==> src/rtl/reset_sequencer_if.sv <==
`default_nettype none
// ----------------------------------------------------------------------------
// reset_sequencer_if : lock/request inputs and staged reset outputs of the
// reset sequencer.  Rev 1.0
// ----------------------------------------------------------------------------
interface reset_sequencer_if #(
  parameter int CHANNELS = 4
);
  logic                iPLL_LOCKED;
  logic                iSOFT_RST;
  logic                iWDT_KICK;
  logic [CHANNELS-1:0] oRESETn;
  logic                oDONE;
  logic                oWDT_TRIP;

  modport master (
    output iPLL_LOCKED, iSOFT_RST, iWDT_KICK,
    input  oRESETn, oDONE, oWDT_TRIP
  );

  modport slave (
    input  iPLL_LOCKED, iSOFT_RST, iWDT_KICK,
    output oRESETn, oDONE, oWDT_TRIP
  );
endinterface
`default_nettype wire

==> src/rtl/reset_sequencer.sv <==
`default_nettype none
// ----------------------------------------------------------------------------
// reset_sequencer : filtered PLL lock, global hold, then in-order release of
// CHANNELS active-low resets. Optional watchdog: RESET_SEQ_WATCHDOG_EN. Rev 1.0
// ----------------------------------------------------------------------------
module reset_sequencer #(
  parameter int CHANNELS    = 4,
  parameter int LOCK_FILTER = 4,
  parameter int HOLD_CYCLES = 32,
  parameter int STAGE_GAP   = 8,
  parameter int WDT_CYCLES  = 1024
) (
  input  logic             iCLK,
  input  logic             iRESETn,
  reset_sequencer_if.slave bus
);

  localparam int LCW = $clog2(LOCK_FILTER) + 1;
  localparam int HCW = $clog2(HOLD_CYCLES) + 1;
  localparam int GCW = $clog2(STAGE_GAP) + 1;
  localparam int ICW = $clog2(CHANNELS) + 1;
  localparam int WCW = $clog2(WDT_CYCLES) + 1;

  localparam logic [LCW-1:0] LOCK_MAX  = LCW'(LOCK_FILTER);
  localparam logic [HCW-1:0] HOLD_LAST = HCW'(HOLD_CYCLES - 1);
  localparam logic [GCW-1:0] GAP_LAST  = GCW'(STAGE_GAP - 1);
  localparam logic [ICW-1:0] IDX_LAST  = ICW'(CHANNELS - 1);
  localparam logic [WCW-1:0] WDT_LAST  = WCW'(WDT_CYCLES - 1);

  typedef enum logic [1:0] {
    ST_WAIT_LOCK = 2'd0,
    ST_HOLD      = 2'd1,
    ST_RELEASE   = 2'd2,
    ST_RUN       = 2'd3
  } state_t;

  state_t              state_q, state_d;
  logic [LCW-1:0]      lock_cnt_q, lock_cnt_d;
  logic [HCW-1:0]      hold_cnt_q, hold_cnt_d;
  logic [GCW-1:0]      gap_cnt_q, gap_cnt_d;
  logic [ICW-1:0]      idx_q, idx_d;
  logic [CHANNELS-1:0] rst_n_q, rst_n_d;
  logic                done_q, done_d;
  logic                lock_ok;
  logic                wdt_expire;

`ifdef RESET_SEQ_WATCHDOG_EN
  logic [WCW-1:0]      wdt_cnt_q, wdt_cnt_d;
  logic                trip_q, trip_d;

  always_comb begin
    wdt_cnt_d  = '0;
    wdt_expire = 1'b0;
    if (state_q == ST_RUN) begin
      if (bus.iWDT_KICK) begin
        wdt_cnt_d = '0;
      end else if (wdt_cnt_q == WDT_LAST) begin
        wdt_expire = 1'b1;
      end else begin
        wdt_cnt_d = wdt_cnt_q + 1'b1;
      end
    end
  end
`else
  logic unused_wdt;
  assign unused_wdt = bus.iWDT_KICK ^ WDT_LAST[0];
  assign wdt_expire = 1'b0;
`endif

  assign lock_ok = bus.iPLL_LOCKED && !bus.iSOFT_RST;

  always_comb begin
    state_d    = state_q;
    lock_cnt_d = lock_cnt_q;
    hold_cnt_d = hold_cnt_q;
    gap_cnt_d  = gap_cnt_q;
    idx_d      = idx_q;
    rst_n_d    = rst_n_q;
    done_d     = done_q;

    case (state_q)
      ST_WAIT_LOCK: begin
        rst_n_d = '0;
        done_d  = 1'b0;
        if (!lock_ok) begin
          lock_cnt_d = '0;
        end else if (lock_cnt_q == LOCK_MAX) begin
          state_d    = ST_HOLD;
          lock_cnt_d = '0;
          hold_cnt_d = '0;
        end else begin
          lock_cnt_d = lock_cnt_q + 1'b1;
        end
      end
      ST_HOLD: begin
        if (hold_cnt_q == HOLD_LAST) begin
          state_d    = ST_RELEASE;
          hold_cnt_d = '0;
          gap_cnt_d  = '0;
          idx_d      = '0;
          rst_n_d[0] = 1'b1;
        end else begin
          hold_cnt_d = hold_cnt_q + 1'b1;
        end
      end
      ST_RELEASE: begin
        if (idx_q == IDX_LAST) begin
          state_d   = ST_RUN;
          done_d    = 1'b1;
          gap_cnt_d = '0;
          idx_d     = '0;
        end else if (gap_cnt_q == GAP_LAST) begin
          gap_cnt_d = '0;
          idx_d     = idx_q + 1'b1;
          rst_n_d   = rst_n_q | (CHANNELS'(1) << idx_d);
        end else begin
          gap_cnt_d = gap_cnt_q + 1'b1;
        end
      end
      ST_RUN: begin
        rst_n_d = '1;
        done_d  = 1'b1;
      end
      default: state_d = ST_WAIT_LOCK;
    endcase

    // Abort and watchdog expiry override whatever the state wanted this cycle.
    if (((state_q != ST_WAIT_LOCK) && !lock_ok) || wdt_expire) begin
      state_d    = ST_WAIT_LOCK;
      lock_cnt_d = '0;
      hold_cnt_d = '0;
      gap_cnt_d  = '0;
      idx_d      = '0;
      rst_n_d    = '0;
      done_d     = 1'b0;
    end
  end

`ifdef RESET_SEQ_WATCHDOG_EN
  assign trip_d = wdt_expire && lock_ok;
`endif

  always_ff @(posedge iCLK) begin
    if (!iRESETn) begin
      state_q    <= ST_WAIT_LOCK;
      lock_cnt_q <= '0;
      hold_cnt_q <= '0;
      gap_cnt_q  <= '0;
      idx_q      <= '0;
      rst_n_q    <= '0;
      done_q     <= 1'b0;
`ifdef RESET_SEQ_WATCHDOG_EN
      wdt_cnt_q  <= '0;
      trip_q     <= 1'b0;
`endif
    end else begin
      state_q    <= state_d;
      lock_cnt_q <= lock_cnt_d;
      hold_cnt_q <= hold_cnt_d;
      gap_cnt_q  <= gap_cnt_d;
      idx_q      <= idx_d;
      rst_n_q    <= rst_n_d;
      done_q     <= done_d;
`ifdef RESET_SEQ_WATCHDOG_EN
      wdt_cnt_q  <= wdt_cnt_d;
      trip_q     <= trip_d;
`endif
    end
  end

  assign bus.oRESETn = rst_n_q;
  assign bus.oDONE   = done_q;
`ifdef RESET_SEQ_WATCHDOG_EN
  assign bus.oWDT_TRIP = trip_q;
`else
  assign bus.oWDT_TRIP = 1'b0;
`endif

endmodule
`default_nettype wire

==> src/flat_wrapper.sv <==
// flat-port wrapper written by rule: the top's interface ports become plain ports
module reset_sequencer_flat 
#(
  parameter int CHANNELS    = 4,
  parameter int LOCK_FILTER = 4,
  parameter int HOLD_CYCLES = 32,
  parameter int STAGE_GAP   = 8,
  parameter int WDT_CYCLES  = 1024
)
  (iCLK, iRESETn, bus_iPLL_LOCKED, bus_iSOFT_RST, bus_iWDT_KICK, bus_oRESETn, bus_oDONE, bus_oWDT_TRIP);
  reset_sequencer_if #(.CHANNELS(CHANNELS)) bus_i ();
  input  logic iCLK;
  input  logic iRESETn;
  input wire logic [$bits(bus_i.iPLL_LOCKED)-1:0] bus_iPLL_LOCKED;
  input wire logic [$bits(bus_i.iSOFT_RST)-1:0] bus_iSOFT_RST;
  input wire logic [$bits(bus_i.iWDT_KICK)-1:0] bus_iWDT_KICK;
  output wire logic [$bits(bus_i.oRESETn)-1:0] bus_oRESETn;
  output wire logic [$bits(bus_i.oDONE)-1:0] bus_oDONE;
  output wire logic [$bits(bus_i.oWDT_TRIP)-1:0] bus_oWDT_TRIP;
  assign bus_i.iPLL_LOCKED = bus_iPLL_LOCKED;
  assign bus_i.iSOFT_RST = bus_iSOFT_RST;
  assign bus_i.iWDT_KICK = bus_iWDT_KICK;
  assign bus_oRESETn = bus_i.oRESETn;
  assign bus_oDONE = bus_i.oDONE;
  assign bus_oWDT_TRIP = bus_i.oWDT_TRIP;
  reset_sequencer #(.CHANNELS(CHANNELS), .LOCK_FILTER(LOCK_FILTER), .HOLD_CYCLES(HOLD_CYCLES), .STAGE_GAP(STAGE_GAP), .WDT_CYCLES(WDT_CYCLES)) u_core (.iCLK(iCLK), .iRESETn(iRESETn), .bus(bus_i));
endmodule
==> config.mk <==
export PLATFORM = sky130hd
export DESIGN_NAME = reset_sequencer_flat
export DESIGN_NICKNAME = d
export VERILOG_FILES = /design/src/rtl/reset_sequencer_if.sv /design/src/rtl/reset_sequencer.sv /design/src/flat_wrapper.sv
export SDC_FILE = /design/constraint.sdc
export NUM_CORES = 1
export LEC_CHECK = 0
export ABC_AREA = 0
export CAP_MARGIN = 20
export CORE_MARGIN = 2
export CORE_UTILIZATION = 45
export DETAILED_ROUTE_END_ITERATION = 10
export GPL_ROUTABILITY_DRIVEN = 0
export GPL_TIMING_DRIVEN = 1
export PLACE_DENSITY = 0.7
export SLEW_MARGIN = 5
export SYNTH_ARGS = -nofsm -noshare
export SYNTH_HDL_FRONTEND = slang
export SYNTH_SLANG_ARGS = --single-unit
==> constraint.sdc <==
create_clock -name iCLK -period 2.48 [get_ports iCLK]
set_input_delay 0.372 -clock iCLK [delete_from_list [all_inputs] [get_ports iCLK]]
set_output_delay 0.372 -clock iCLK [all_outputs]
set_load 0.01 [all_outputs]
Word-level counts from Yosys, hierarchy flattened
Index checks and enable logic that the tools add are counted.

Memories kept: 0. Logic and storage cells: 73. Bits of input ports: 5. Bits in registers: 23. RAM bits: 0. ROM bits: 0. Latch bits: 0. Output and inout bits: 6.

Reductions and logical operators: 18. Shift-type cells: 1. $mul: 0. $lt $le $gt $ge: 0. Equality and inequality tests: 14. Muxes and demuxes: 26. Bitwise operators: 2. Divide/modulo/power cells: 0. Add/subtract/negate cells: 4.

Operator list (number): $mux W4 (5); $mux W6 (3); $mux W3 (5); $pmux W6 S2 (1); $reduce_and A3 Y1 (4); $ne A2 B1 Y1 const B (5); $pmux W3 S3 (1); $mux W2 (4); $pmux W4 S2 (1); $add A3 B1 Y3 const B (2); $add A6 B1 Y6 const B (1); $eq A6 B5 Y1 const B (1); $pmux W2 S3 (1); $pmux W3 S2 (1); $reduce_bool A2 Y1 (3); $reduce_bool A3 Y1 (2); $reduce_and A5 Y1 (1); $add A4 B1 Y4 const B (1); $eq A2 B2 Y1 const B (2); $eq A4 B3 Y1 const B (1); $or A4 B4 Y4 (1); $pmux W1 S4 (1); $reduce_and A2 Y1 (2); $shl A1 B3 Y4 const A (1); other kinds (12) (15).

Depth between registers and ports, before layout
Depth after elaboration: 6. Depth in mapped cells: 7. Mapped depth without buffers: 6.

Worst setup path before layout
No wires, ideal clock.

Path kind: flip-flop to flip-flop. From: register u_core.state_q[0]. To: register u_core.gap_cnt_q[2]. Cell stages (with the launch flop): 7. Data required time: 2.410 ns. Path buffers: 0. Setup slack: 0.835 ns. Library setup time: 0.070 ns. Arrival: 1.575 ns. Clock period less this slack: 1.645 ns. Path through: dfxtp_1 -> inv_1 -> ha_1 -> nor2b_1 -> a31oi_4 -> or4b_1 -> a21oi_1.

Word-level cells in the longest chain between the ends: 3. Elaborated cells on any way between the ends: 9. Those cells by class: eq/ne: 3; mux: 1; reduce/logical: 5.

RTL lines: start: declaration (RTL line reset_sequencer.sv:37) `state_t state_q, state_d;`; start signal: assignment (RTL line reset_sequencer.sv:157) `state_q <= state_d;`; $eq A2 B1 Y1, or another cell as far along (RTL line reset_sequencer.sv:81) `case (state_q)`; $ne A2 B1 Y1 (no source line), or another cell as far along; $reduce_and A2 Y1 (no source line) / $reduce_or A2 Y1 (equally long branches); end signal: assignment (RTL line reset_sequencer.sv:160) `gap_cnt_q <= gap_cnt_d;`; end: declaration (RTL line reset_sequencer.sv:40) `logic [GCW-1:0] gap_cnt_q, gap_cnt_d;`.

Parallel ways exist; a longest one is shown, timed or not. A chain may end at the register's enable or synchronous reset.

Final worst setup path
From: register u_core.state_q[1]. To: register u_core.gap_cnt_q[2].

Same word-level chain as after synthesis.

==> out/summary.md <==
## Cells and area
• **Area Growth Syn to Fin** 10.6%
• **commonest non-fill, non-tap cell in the layout** dfxtp_1
• **number of nets in the layout** 196
• **proportion of layout cells with a drive suffix above 1** 8.05%
• **filler-free cell count of the finished design** 218
• **commonest non-fill, non-tap cells in the layout** dfxtp_1, a21oi_1, ha_1, nor2_1, nand2_1
• **antenna diode instance count** 0

## Timing
• **Post-Route Setup TNS** 0 ns
• **share of the clock period used by the worst path after layout** 80.8%
• **Hold Worst Slack** 0.485 ns
• **Worst Skew** 0.0142 ns
• **Hold Fails Final Rpt** 0
• **maximum clock frequency** 499 MHz
• **PnR worst setup slack** 0.477 ns
• **final max-slew violation count** 0
• **Setup Viol. Count Final** 0
• **setup repair after global routing missed its margin** false
• **minimum clock period after layout** 2.00 ns
• **relative max-transition margin** 59.9%
• **slew at the pin with the worst max-slew slack** 0.602 ns

## Logic synthesis
• **number of warnings reported in the yosys synthesis log** 0
• **area fraction of the dominant cell type after synthesis** 32.6%
• **top post-synthesis cells by area** dfxtp_1, ha_1, a21oi_1
• **EDFF count, synth** 0
• **library cell with the largest summed area after synthesis** dfxtp_1
• **number of distinct library cell variants in the gate-level netlist after synthesis** 42
• **main flop type after synthesis** dfxtp_1
• **number of standard cells after synthesis** 165
• **net count after synthesis** 186
• **cell area after synthesis** 0.00141 mm^2
• **fraction of the yosys area taken by sequential cells** 32.6%
• **Synth Area per Inst** 8.56 um^2
• **post-synthesis sequential element count** 23
• **fraction of synthesis flops using an asynchronous set or reset pin** 0%

## Place
• **Post-Place Worst Slack** 0.478 ns
• **Port-buffer cells** 8
• **Placed Cells** 214
• **dpl hpwl** 2.13 mm

## Clock tree
• **hold-fix buffers at CTS** 0
• **clock transition at the register clock pins on the worst setup and hold paths after CTS** 0.14 ns
• **number of buffers between clock root and the deepest sink** 2
• **clock tree from TritonCTS** done
• **Worst-Skew Late Latency** 0.33 ns
• **post-cts sizing count** 0
• **post-CTS setup buffer count** 0
• **Root Buffer** clkbuf_4
• **TritonCTS buffer count** 3
• **number of clock sinks seen by CTS** 23
• **H-tree levels** 1

## Setup path
• **RR Endpoint** u_core.gap_cnt_q[2]
• **register-to-register setup slack** 0.48 ns
• **startpoint of the lowest-slack register-to-register path** u_core.state_q[1]
• **crit-path max FO** 17
• **startpoint type of the worst setup path** flip-flop
• **startpoint-to-endpoint class of the critical path** flip-flop to flip-flop
• **number of cells on the worst reg-to-reg path** 5
• **arrival time reported for the critical path endpoint** 2.25 ns
• **required time of the critical path** 2.73 ns
• **crit path capture type** flip-flop

## Min path
• **path class of the lowest-slack min-delay path** flip-flop to flip-flop
• **WHS Path Cells** 2
• **Hold Path End** u_core.gap_cnt_q[1]
• **startpoint of the most critical hold path** u_core.gap_cnt_q[1]

## GRT
• **global-route wire length before repair** 4.86 mm
• **initial antenna violation count** 0
• **largest net degree at the start of global routing** 18
• **overall global routing resource usage** 17.9%
• **number of global-route vias before repair** 1,109
• **total global routing overflow** 0

## Route
• **Total Routed Length** 2.85 mm
• **number of iterations in the first detailed-routing pass** 4
• **via count of the routed design** 1,195
• **average via count per standard cell** 5.48
• **number of design rule violations left after detail routing** 0
• **Antenna Nets Post-Route** 0
• **drt first-iter violations** 37
• **post-detailed-route wirelength per cell** 13.1 um

## Die
• **die width** 60.0 um
• **boundary pin count** 11
• **Cell Rows** 20
• **effective utilization at floorplan** 46.7%
• **die area** 0.00360 mm^2
• **floorplan core area** 0.00303 mm^2
• **die extent in y** 60.0 um

## Run
• **number of violations of the max-capacitance limit** 0

## Status
• **status** completed

## Power and ir drop
• **Peak supply drop** 0.275 mV
• **static leakage power** 0.593 nW
• **PD cells** 466 mW/mm^2

[Yosys cell counts (2+ instances only)]
cell,count
or4b_1,2
a21o_1,5
a211oi_1,3
inv_1,8
nor3_1,2
nand2_1,13
o22ai_1,3
nand3_1,7
mux2i_1,2
a21oi_1,19
or3_1,5
nor2b_1,4
mux2_2,2
clkbuf_1,3
o21ai_0,7
nor2_1,14
dfxtp_1,23
nand2b_1,3
ha_1,16
o31ai_1,2
[stage by stage]
| stage | total power, mW | utilization, % | area [um^2] |
|---|---|---|---|
| 6_report | 0.728 | 51.6 | 1560 |
| 5_1_grt | 0.760 | 51.6 | 1560 |
| 4_1_cts | 0.736 | 51.6 | 1560 |
| 3_5_place_dp | 0.552 | 50.7 | 1540 |
| 3_3_place_gp | 0.545 | 50.7 | 1540 |
| 2_1_floorplan | 0.510 | - | 1410 |
[registers in the layout, indices dropped and copies added, names as in the netlist]
name                cells
u_core.bus.oDONE        1
u_core.gap_cnt_q        4
u_core.bus.oRESETn      4
u_core.lock_cnt_q       3
u_core.state_q          2
u_core.hold_cnt_q       6
u_core.idx_q            3
[critical path, cell delays in order (launching register included)]
cell     delay, ns
dfxtp_1       0.35
inv_1         0.12
ha_1          0.56
a31oi_4       0.21
or4b_1        0.53
a21oi_1       0.16
[kinds of logic (layout without fill, tap and decap cells)]
family | Yosys count | after routing | synth area share [%]
muxes | 4 | 4 | 3.01
other | 1 | 1 | 0.265
adders and majority gates | 16 | 16 | 14.2
and+or+nand+nor | 61 | 61 | 23.9
DFF | 23 | 23 | 32.6
buffers and inverters | 12 | 21 | 3.45
AOI/OAI and AO/OA | 48 | 48 | 22.6
[metal layers]
metal | up-vias | part of all wire (%) | track usage [%]
met2 | 16 | 48 | 30.1
met1 | 568 | 48 | 22.7
met3 | 5 | 1.8 | 1.95
met5 | - | 0 | 0
li1 | 606 | - | -
met4 | 0 | 2.1 | 8.25
[power breakdown]
part,switching (mW),internal [mW]
clock,0.120,0.0631
combinational,0.0976,0.0628
sequential,0.00673,0.377
[layout make-up]
| type | count | area (um^2) |
|---|---|---|
| clock buffer | 4 | 26.3 |
| fill | 290 | 1470 |
| inverter | 8 | 30.0 |
| multi-input combinational | 130 | 903 |
| sequential | 23 | 460 |
| tap | 44 | 55.1 |
| timing repair buffer | 9 | 87.6 |
[worst max path at each step]
| stage | end | startpoint | depth (start not counted) | slack, ns |
|---|---|---|---|---|
| 3_3_place_gp | u_core.hold_cnt_q[4] | bus_iSOFT_RST | 5 | 0.51 |
| 5_1_grt | u_core.gap_cnt_q[3] | u_core.state_q[1] | 5 | 0.29 |
| 2_1_floorplan | u_core.gap_cnt_q[2] | u_core.state_q[0] | 6 | 0.83 |
| 6_report | u_core.gap_cnt_q[2] | u_core.state_q[1] | 5 | 0.48 |
| 3_5_place_dp | u_core.hold_cnt_q[4] | bus_iSOFT_RST | 5 | 0.48 |
| 4_1_cts | u_core.gap_cnt_q[3] | u_core.state_q[1] | 5 | 0.45 |
No activity file was read; power rests on OpenSTA's default activity.
